--- config.mk ---
export PLATFORM = sky130hd
export DESIGN_NAME = sd_cmd_monitor
export DESIGN_NICKNAME = d
export VERILOG_FILES = /design/src/rtl/sd_cmd_monitor.sv
export SDC_FILE = /design/constraint.sdc
export NUM_CORES = 2
export LEC_CHECK = 0
export BUFFER_PORTS_ARGS = -buffer_cell sky130_fd_sc_hd__buf_2
export CORE_AREA = 3 3 355 357
export CTS_CLUSTER_SIZE = 16
export DETAILED_ROUTE_END_ITERATION = 8
export DIE_AREA = 0 0 358 360
export PLACE_DENSITY_LB_ADDON = 0.3
export SYNTH_ARGS = -nofsm -noshare
export SYNTH_HDL_FRONTEND = slang
export SYNTH_SLANG_ARGS = --single-unit
--- constraint.sdc ---
create_clock -name clk -period 21.1 [get_ports clk]
set_input_delay 3.165 -clock clk [delete_from_list [all_inputs] [get_ports clk]]
set_output_delay 3.165 -clock clk [all_outputs]
set_load 0.01 [all_outputs]
--- src/rtl/sd_cmd_monitor.sv ---
// rtl/sd_cmd_monitor.sv - passive SD CMD-line frame monitor with FIFO output
// Optional CRC7 checking is enabled by defining SDMON_CRC_CHECK_EN.
module sd_cmd_monitor #(
    parameter int FIFO_ASIZE = 3,
    parameter int TS_WIDTH   = 32,
    parameter int LONG_RESP  = 1,
    parameter int DROP_WIDTH = 16
) (
    input  logic                  clk,
    input  logic                  rst,
    input  logic                  sdclk,
    input  logic                  sdcmd,
    output logic                  ovalid,
    input  logic                  oready,
    output logic [135:0]          odata,
    output logic                  olong,
    output logic                  odir,
    output logic                  otrunc,
    output logic                  ocrc_ok,
    output logic [TS_WIDTH-1:0]   ots,
    output logic [DROP_WIDTH-1:0] odrop
);

    localparam int DEPTH = 1 << FIFO_ASIZE;

    typedef enum logic [1:0] {S_IDLE, S_CAPT, S_SKIP, S_PUSH} state_t;

    typedef struct packed {
        logic [135:0]        data;
        logic                lng;
        logic                dir;
        logic                trunc;
        logic                crc_ok;
        logic [TS_WIDTH-1:0] ts;
    } entry_t;

    // clk_sync_q[1:0] synchronise sdclk, clk_sync_q[2] holds the previous synced value
    logic [2:0]            clk_sync_q, clk_sync_d;
    logic [1:0]            cmd_sync_q, cmd_sync_d;
    state_t                state_q, state_d;
    logic [7:0]            bitcnt_q, bitcnt_d;
    logic [135:0]          shift_q, shift_d;
    logic [TS_WIDTH-1:0]   ts_q, ts_d, ts_lat_q, ts_lat_d;
    logic                  dir_q, dir_d, trunc_q, trunc_d;
    logic [5:0]            last_idx_q, last_idx_d;
    logic [FIFO_ASIZE:0]   wptr_q, wptr_d, rptr_q, rptr_d;
    logic [DROP_WIDTH-1:0] drop_q, drop_d;
`ifdef SDMON_CRC_CHECK_EN
    logic [6:0]            crc_q, crc_d;
`endif

    logic   strobe, cmd_bit, dir_eff, r2_resp, long_frame, crc_match;
    logic   push, empty, full, pop, wr_en;
    entry_t push_entry, head;
    entry_t fifo_mem_q [DEPTH];

    assign strobe  = clk_sync_q[1] & ~clk_sync_q[2];
    assign cmd_bit = cmd_sync_q[1];

    // Until the transmission bit has been registered, use the bit arriving now.
    assign dir_eff    = (bitcnt_q == 8'd1) ? cmd_bit : dir_q;
    assign r2_resp    = !dir_eff && (last_idx_q == 6'd2 || last_idx_q == 6'd9 || last_idx_q == 6'd10);
    assign long_frame = r2_resp && (LONG_RESP != 0);

`ifdef SDMON_CRC_CHECK_EN
    assign crc_match = (crc_q == shift_q[7:1]);
`else
    assign crc_match = 1'b1;
`endif

    always_comb begin
        clk_sync_d = {clk_sync_q[1:0], sdclk};
        cmd_sync_d = {cmd_sync_q[0], sdcmd};
        ts_d       = ts_q + TS_WIDTH'(1);
        state_d    = state_q;
        bitcnt_d   = bitcnt_q;
        shift_d    = shift_q;
        ts_lat_d   = ts_lat_q;
        dir_d      = dir_q;
        trunc_d    = trunc_q;
        last_idx_d = last_idx_q;
        push       = 1'b0;
`ifdef SDMON_CRC_CHECK_EN
        crc_d      = crc_q;
`endif
        case (state_q)
            S_IDLE: begin
                if (strobe && !cmd_bit) begin
                    state_d  = S_CAPT;
                    bitcnt_d = 8'd1;
                    shift_d  = '0;
                    ts_lat_d = ts_q;
                    trunc_d  = 1'b0;
`ifdef SDMON_CRC_CHECK_EN
                    crc_d    = '0;
`endif
                end
            end
            S_CAPT: begin
                if (strobe) begin
                    shift_d  = {shift_q[134:0], cmd_bit};
                    bitcnt_d = bitcnt_q + 8'd1;
                    if (bitcnt_q == 8'd1)
                        dir_d = cmd_bit;
`ifdef SDMON_CRC_CHECK_EN
                    // The start bit is never fed; a zero bit into a zero register is a no-op anyway.
                    if (long_frame ? (bitcnt_q >= 8'd8 && bitcnt_q <= 8'd127) : (bitcnt_q <= 8'd39))
                        crc_d = {crc_q[5:0], 1'b0} ^ ({7{cmd_bit ^ crc_q[6]}} & 7'h09);
`endif
                    if (long_frame) begin
                        if (bitcnt_q == 8'd135)
                            state_d = S_PUSH;
                    end else if (bitcnt_q == 8'd47) begin
                        if (r2_resp) begin
                            trunc_d  = 1'b1;
                            bitcnt_d = '0;
                            state_d  = S_SKIP;
                        end else begin
                            state_d = S_PUSH;
                        end
                    end
                end
            end
            S_SKIP: begin
                if (strobe) begin
                    bitcnt_d = bitcnt_q + 8'd1;
                    if (bitcnt_q == 8'd87)
                        state_d = S_PUSH;
                end
            end
            default: begin
                push    = 1'b1;
                state_d = S_IDLE;
                if (dir_q)
                    last_idx_d = shift_q[45:40];
            end
        endcase
    end

    always_comb begin
        push_entry       = '0;
        push_entry.data  = shift_q;
        push_entry.lng   = long_frame && !trunc_q;
        push_entry.dir   = dir_q;
        push_entry.trunc = trunc_q;
        push_entry.ts    = ts_lat_q;
        if (trunc_q)
            push_entry.crc_ok = 1'b1;
        else if (long_frame)
            push_entry.crc_ok = crc_match;
        else
            push_entry.crc_ok = crc_match & shift_q[0];
    end

    assign empty = (wptr_q == rptr_q);
    assign full  = (wptr_q[FIFO_ASIZE] != rptr_q[FIFO_ASIZE]) &&
                   (wptr_q[FIFO_ASIZE-1:0] == rptr_q[FIFO_ASIZE-1:0]);
    assign pop   = !empty && oready;
    assign wr_en = push && (!full || pop);

    always_comb begin
        wptr_d = wr_en ? wptr_q + (FIFO_ASIZE+1)'(1) : wptr_q;
        rptr_d = pop ? rptr_q + (FIFO_ASIZE+1)'(1) : rptr_q;
        drop_d = drop_q;
        if (push && !wr_en && drop_q != '1)
            drop_d = drop_q + DROP_WIDTH'(1);
    end

    always_ff @(posedge clk) begin
        if (rst) begin
            clk_sync_q <= 3'b111;
            cmd_sync_q <= 2'b11;
            state_q    <= S_IDLE;
            bitcnt_q   <= '0;
            shift_q    <= '0;
            ts_q       <= '0;
            ts_lat_q   <= '0;
            dir_q      <= 1'b0;
            trunc_q    <= 1'b0;
            last_idx_q <= 6'h3F;
            wptr_q     <= '0;
            rptr_q     <= '0;
            drop_q     <= '0;
        end else begin
            clk_sync_q <= clk_sync_d;
            cmd_sync_q <= cmd_sync_d;
            state_q    <= state_d;
            bitcnt_q   <= bitcnt_d;
            shift_q    <= shift_d;
            ts_q       <= ts_d;
            ts_lat_q   <= ts_lat_d;
            dir_q      <= dir_d;
            trunc_q    <= trunc_d;
            last_idx_q <= last_idx_d;
            wptr_q     <= wptr_d;
            rptr_q     <= rptr_d;
            drop_q     <= drop_d;
        end
    end

`ifdef SDMON_CRC_CHECK_EN
    always_ff @(posedge clk) begin
        if (rst)
            crc_q <= '0;
        else
            crc_q <= crc_d;
    end
`endif

    always_ff @(posedge clk) begin
        if (wr_en)
            fifo_mem_q[wptr_q[FIFO_ASIZE-1:0]] <= push_entry;
    end

    // Head fields are forced to zero when empty so reset and drained states read as all-zero.
    assign head    = fifo_mem_q[rptr_q[FIFO_ASIZE-1:0]];
    assign ovalid  = !empty;
    assign odata   = ovalid ? head.data : '0;
    assign olong   = ovalid & head.lng;
    assign odir    = ovalid & head.dir;
    assign otrunc  = ovalid & head.trunc;
    assign ocrc_ok = ovalid & head.crc_ok;
    assign ots     = ovalid ? head.ts : '0;
    assign odrop   = drop_q;

endmodule
==> results.cfg <==
[status]
status = finished, final reports clean

[sta]
maxSlewViolCount = 0
finalSetupViolCount = 0
fin_tns_setup_ns = 0
hold_violations = 0
max_freq_ghz = 0.121
rsz0062_at_grt = no
fin_crit_ns = 8.29
tightest_slew_ns = 1.15
skew_ns = 0.0260
setup_slack_ns = 12.81
fin_crit_sh = 0.393
slew_headroom = 0.233

[final_layout]
multiInputGateArea_um2 = 14500
diodes = 0
syn_to_final_growth_pct = 13.0
final_common_cell = edfxtp_1
drive_above_1_share = 0.228
fillCellCount = 9267
final-seq-area_um2 = 46100
nNetsFinal = 3565
layout_common_cells = 1368 x edfxtp_1, 342 x mux4_2, 246 x dfxtp_1

[die]
die_y_um = 360
start_util = 0.498
die_area_um2 = 129000
core_area_um2 = 123000
rows = 129
die_x_um = 358
io_pins = 194

[synth]
synth_ff_type = edfxtp_1
synthMuxAreaShare = 0.155
yosysUniqueCellTypes = 52
syn_inst = 3352
netlist_area_um2 = 61400
synth-compound-area-share = 0.0194
synth_area_leaders = edfxtp_1 67%, mux4_2 13%, dfxtp_1 8.1%
yosysSeqAreaShare = 0.750
ys.warnings.count = 0
synth_edf_count = 1368
yosysTopAreaCell = edfxtp_1
ys_ff_latch = 1617
syn-num-nets = 3367
synth_top_cell_area_share = 0.669
yosys.area_share.simple = 0.0531
ys_async_sr_fraction = 0
synth_xor_area_frac = 0.00599
synth_top_family_by_area = multiplexers
synth.avg_cell_area_um2 = 18.3
synth_fa_ha_area_frac = 0.00204

[setup_path]
reg2regPathDepth = 6
endpoint_kind = output pin
crit_fanout = 46
critPathCapture = odata[18]
required_ns = 17.94
r2r_end = fifo_mem_q[6][112]
arrival_ns = 5.13
start_kind = flip-flop
worstSetupPathType = flip-flop to output pin
worstReg2RegStart = wptr_q[0]
regToRegSetupSlack_ns = 17.08

[placed_design]
dpl.hpwl_um = 61900
dpl_worst_slack_ns = 13.42
globalplace.congestion = 0.741
io_buffers = 192

[drt]
drc_errors = 0
viasPerCell = 5.79
wl_per_cell_um = 24.2
drt-total-wl_um = 129000
first_pass_iters = 7
drt_iter0_drc = 2712
antenna_left = 0
vias = 30800

[global_routing]
grt_max_degree = 128
grt_use_total = 0.203
grt_pass1_vias = 31800
grt_pass1_wl_um = 197000
antenna_found_initial = 3
grt_overflow = 0

[hold_path]
hp-class = flip-flop to flip-flop

[clocking]
cts_tree = built
clock_latency_ns = 0.78
cts_max_path_buffers = 3
clock_sinks = 1617
h-tree-depth = 4
clkTransAtPathRegs_ns = 0.06
cts_made_buffers = 160
cts-root-buf = clkbuf_16
cts_resized = 0
postCtsHoldBufs = 0
cts_setup_buffers = 0

[run]
maxCapViolations = 0

[power]
cellLeakagePower_nw = 21.9
peakVddDrop_mv = 0.0798
power.density_nw_per_um2 = 90.4
## routing by layer
| metal | share of wire | vias up | global-route usage |
|---|---|---|---|
| met4 | 0.021 | 4 | 0.0578 |
| met5 | 0.00016 | - | 0 |
| met3 | 0.060 | 163 | 0.0345 |
| met1 | 0.44 | 16100 | 0.293 |
| met2 | 0.48 | 894 | 0.322 |
| li1 | - | 13600 | - |
## power by group
| part | switching, mW | leakage [nW] | internal [mW] |
|---|---|---|---|
| Combinational | 0.0483 | 4.59 | 0.0102 |
| Sequential | 0.00206 | 14.7 | 3.41 |
| Clock | 1.17 | 2.57 | 1.62 |
## stage by stage
step                      cells  cell area [um^2]   util  total power [mW]  hold slack, ns
final                      5323             69300  0.562              6.27           0.423
after global routing       5323             69300  0.562              6.46           0.466
after CTS                  5323             69300  0.562              6.33           0.429
after detailed placement   5025             64100  0.520              3.54           0.389
after global placement     5025             64100  0.520              3.54           0.387
after floorplan            3352             61400      -              3.52           0.383
## synthesized netlist by cell type, types with 7 or more instances
library cell,n
a21oi_1,184
and3_1,17
buf_1,16
buf_2,43
clkbuf_1,143
dfxtp_1,249
edfxtp_1,1368
ha_1,10
inv_1,7
mux2i_1,176
mux4_2,342
nand2_1,221
nand2b_1,8
nand3_1,156
nand4_1,22
nor2_1,235
nor2b_1,7
nor3_1,12
nor4_1,7
o21ai_1,9
o31ai_1,8
or4_1,13
xnor2_1,13
xor2_1,29
## kinds of logic after synthesis
logic type,after synthesis
DFF,1617
and+or+nand+nor,725
muxes,523
AOI/OAI and AO/OA,223
buffers and inverters,211
xor gates and xnor gates,42
adders and majority gates,10
other,1
## state kept, by name (all words and copies together) (netlist names), named ones only
signal      cells
last_idx_q      6
cmd_sync_q      2
shift_q       136
bitcnt_q        8
rptr_q          4
fifo_mem_q   1368
ts_q           32
clk_sync_q      3
dir_q           1
wptr_q          4
ts_lat_q       32
odrop          16
state_q         2
## worst max-delay path, cell delays in order, from the launching register on
cell	delay, ns
dfxtp_4	0.84
buf_4	0.85
buf_4	0.82
buf_4	0.68
mux4_2	0.59
mux2i_1	0.15
nor2_1	0.09
buf_2	0.20
## layout make-up
| type | instances | area share |
|---|---|---|
| multi-input cells | 1524 | 0.210 |
| well taps | 1637 | 0.0295 |
| clock inverters | 73 | 0.00980 |
| clock buffers | 225 | 0.0657 |
| inverters | 8 | 0.000433 |
| flip-flops and latches | 1617 | 0.664 |
| repair buffers | 239 | 0.0204 |
## how the worst min path moves through the flow
stage,cells after the start,end,slack [ns],start
2_1_floorplan,1,clk_sync_q[1],0.38,clk_sync_q[0]
3_3_place_gp,1,cmd_sync_q[1],0.39,cmd_sync_q[0]
4_1_cts,1,cmd_sync_q[1],0.43,cmd_sync_q[0]
3_5_place_dp,1,cmd_sync_q[1],0.39,cmd_sync_q[0]
6_report,1,cmd_sync_q[1],0.42,cmd_sync_q[0]
5_1_grt,1,cmd_sync_q[1],0.47,cmd_sync_q[0]
Power figures use the tool's default switching activity.
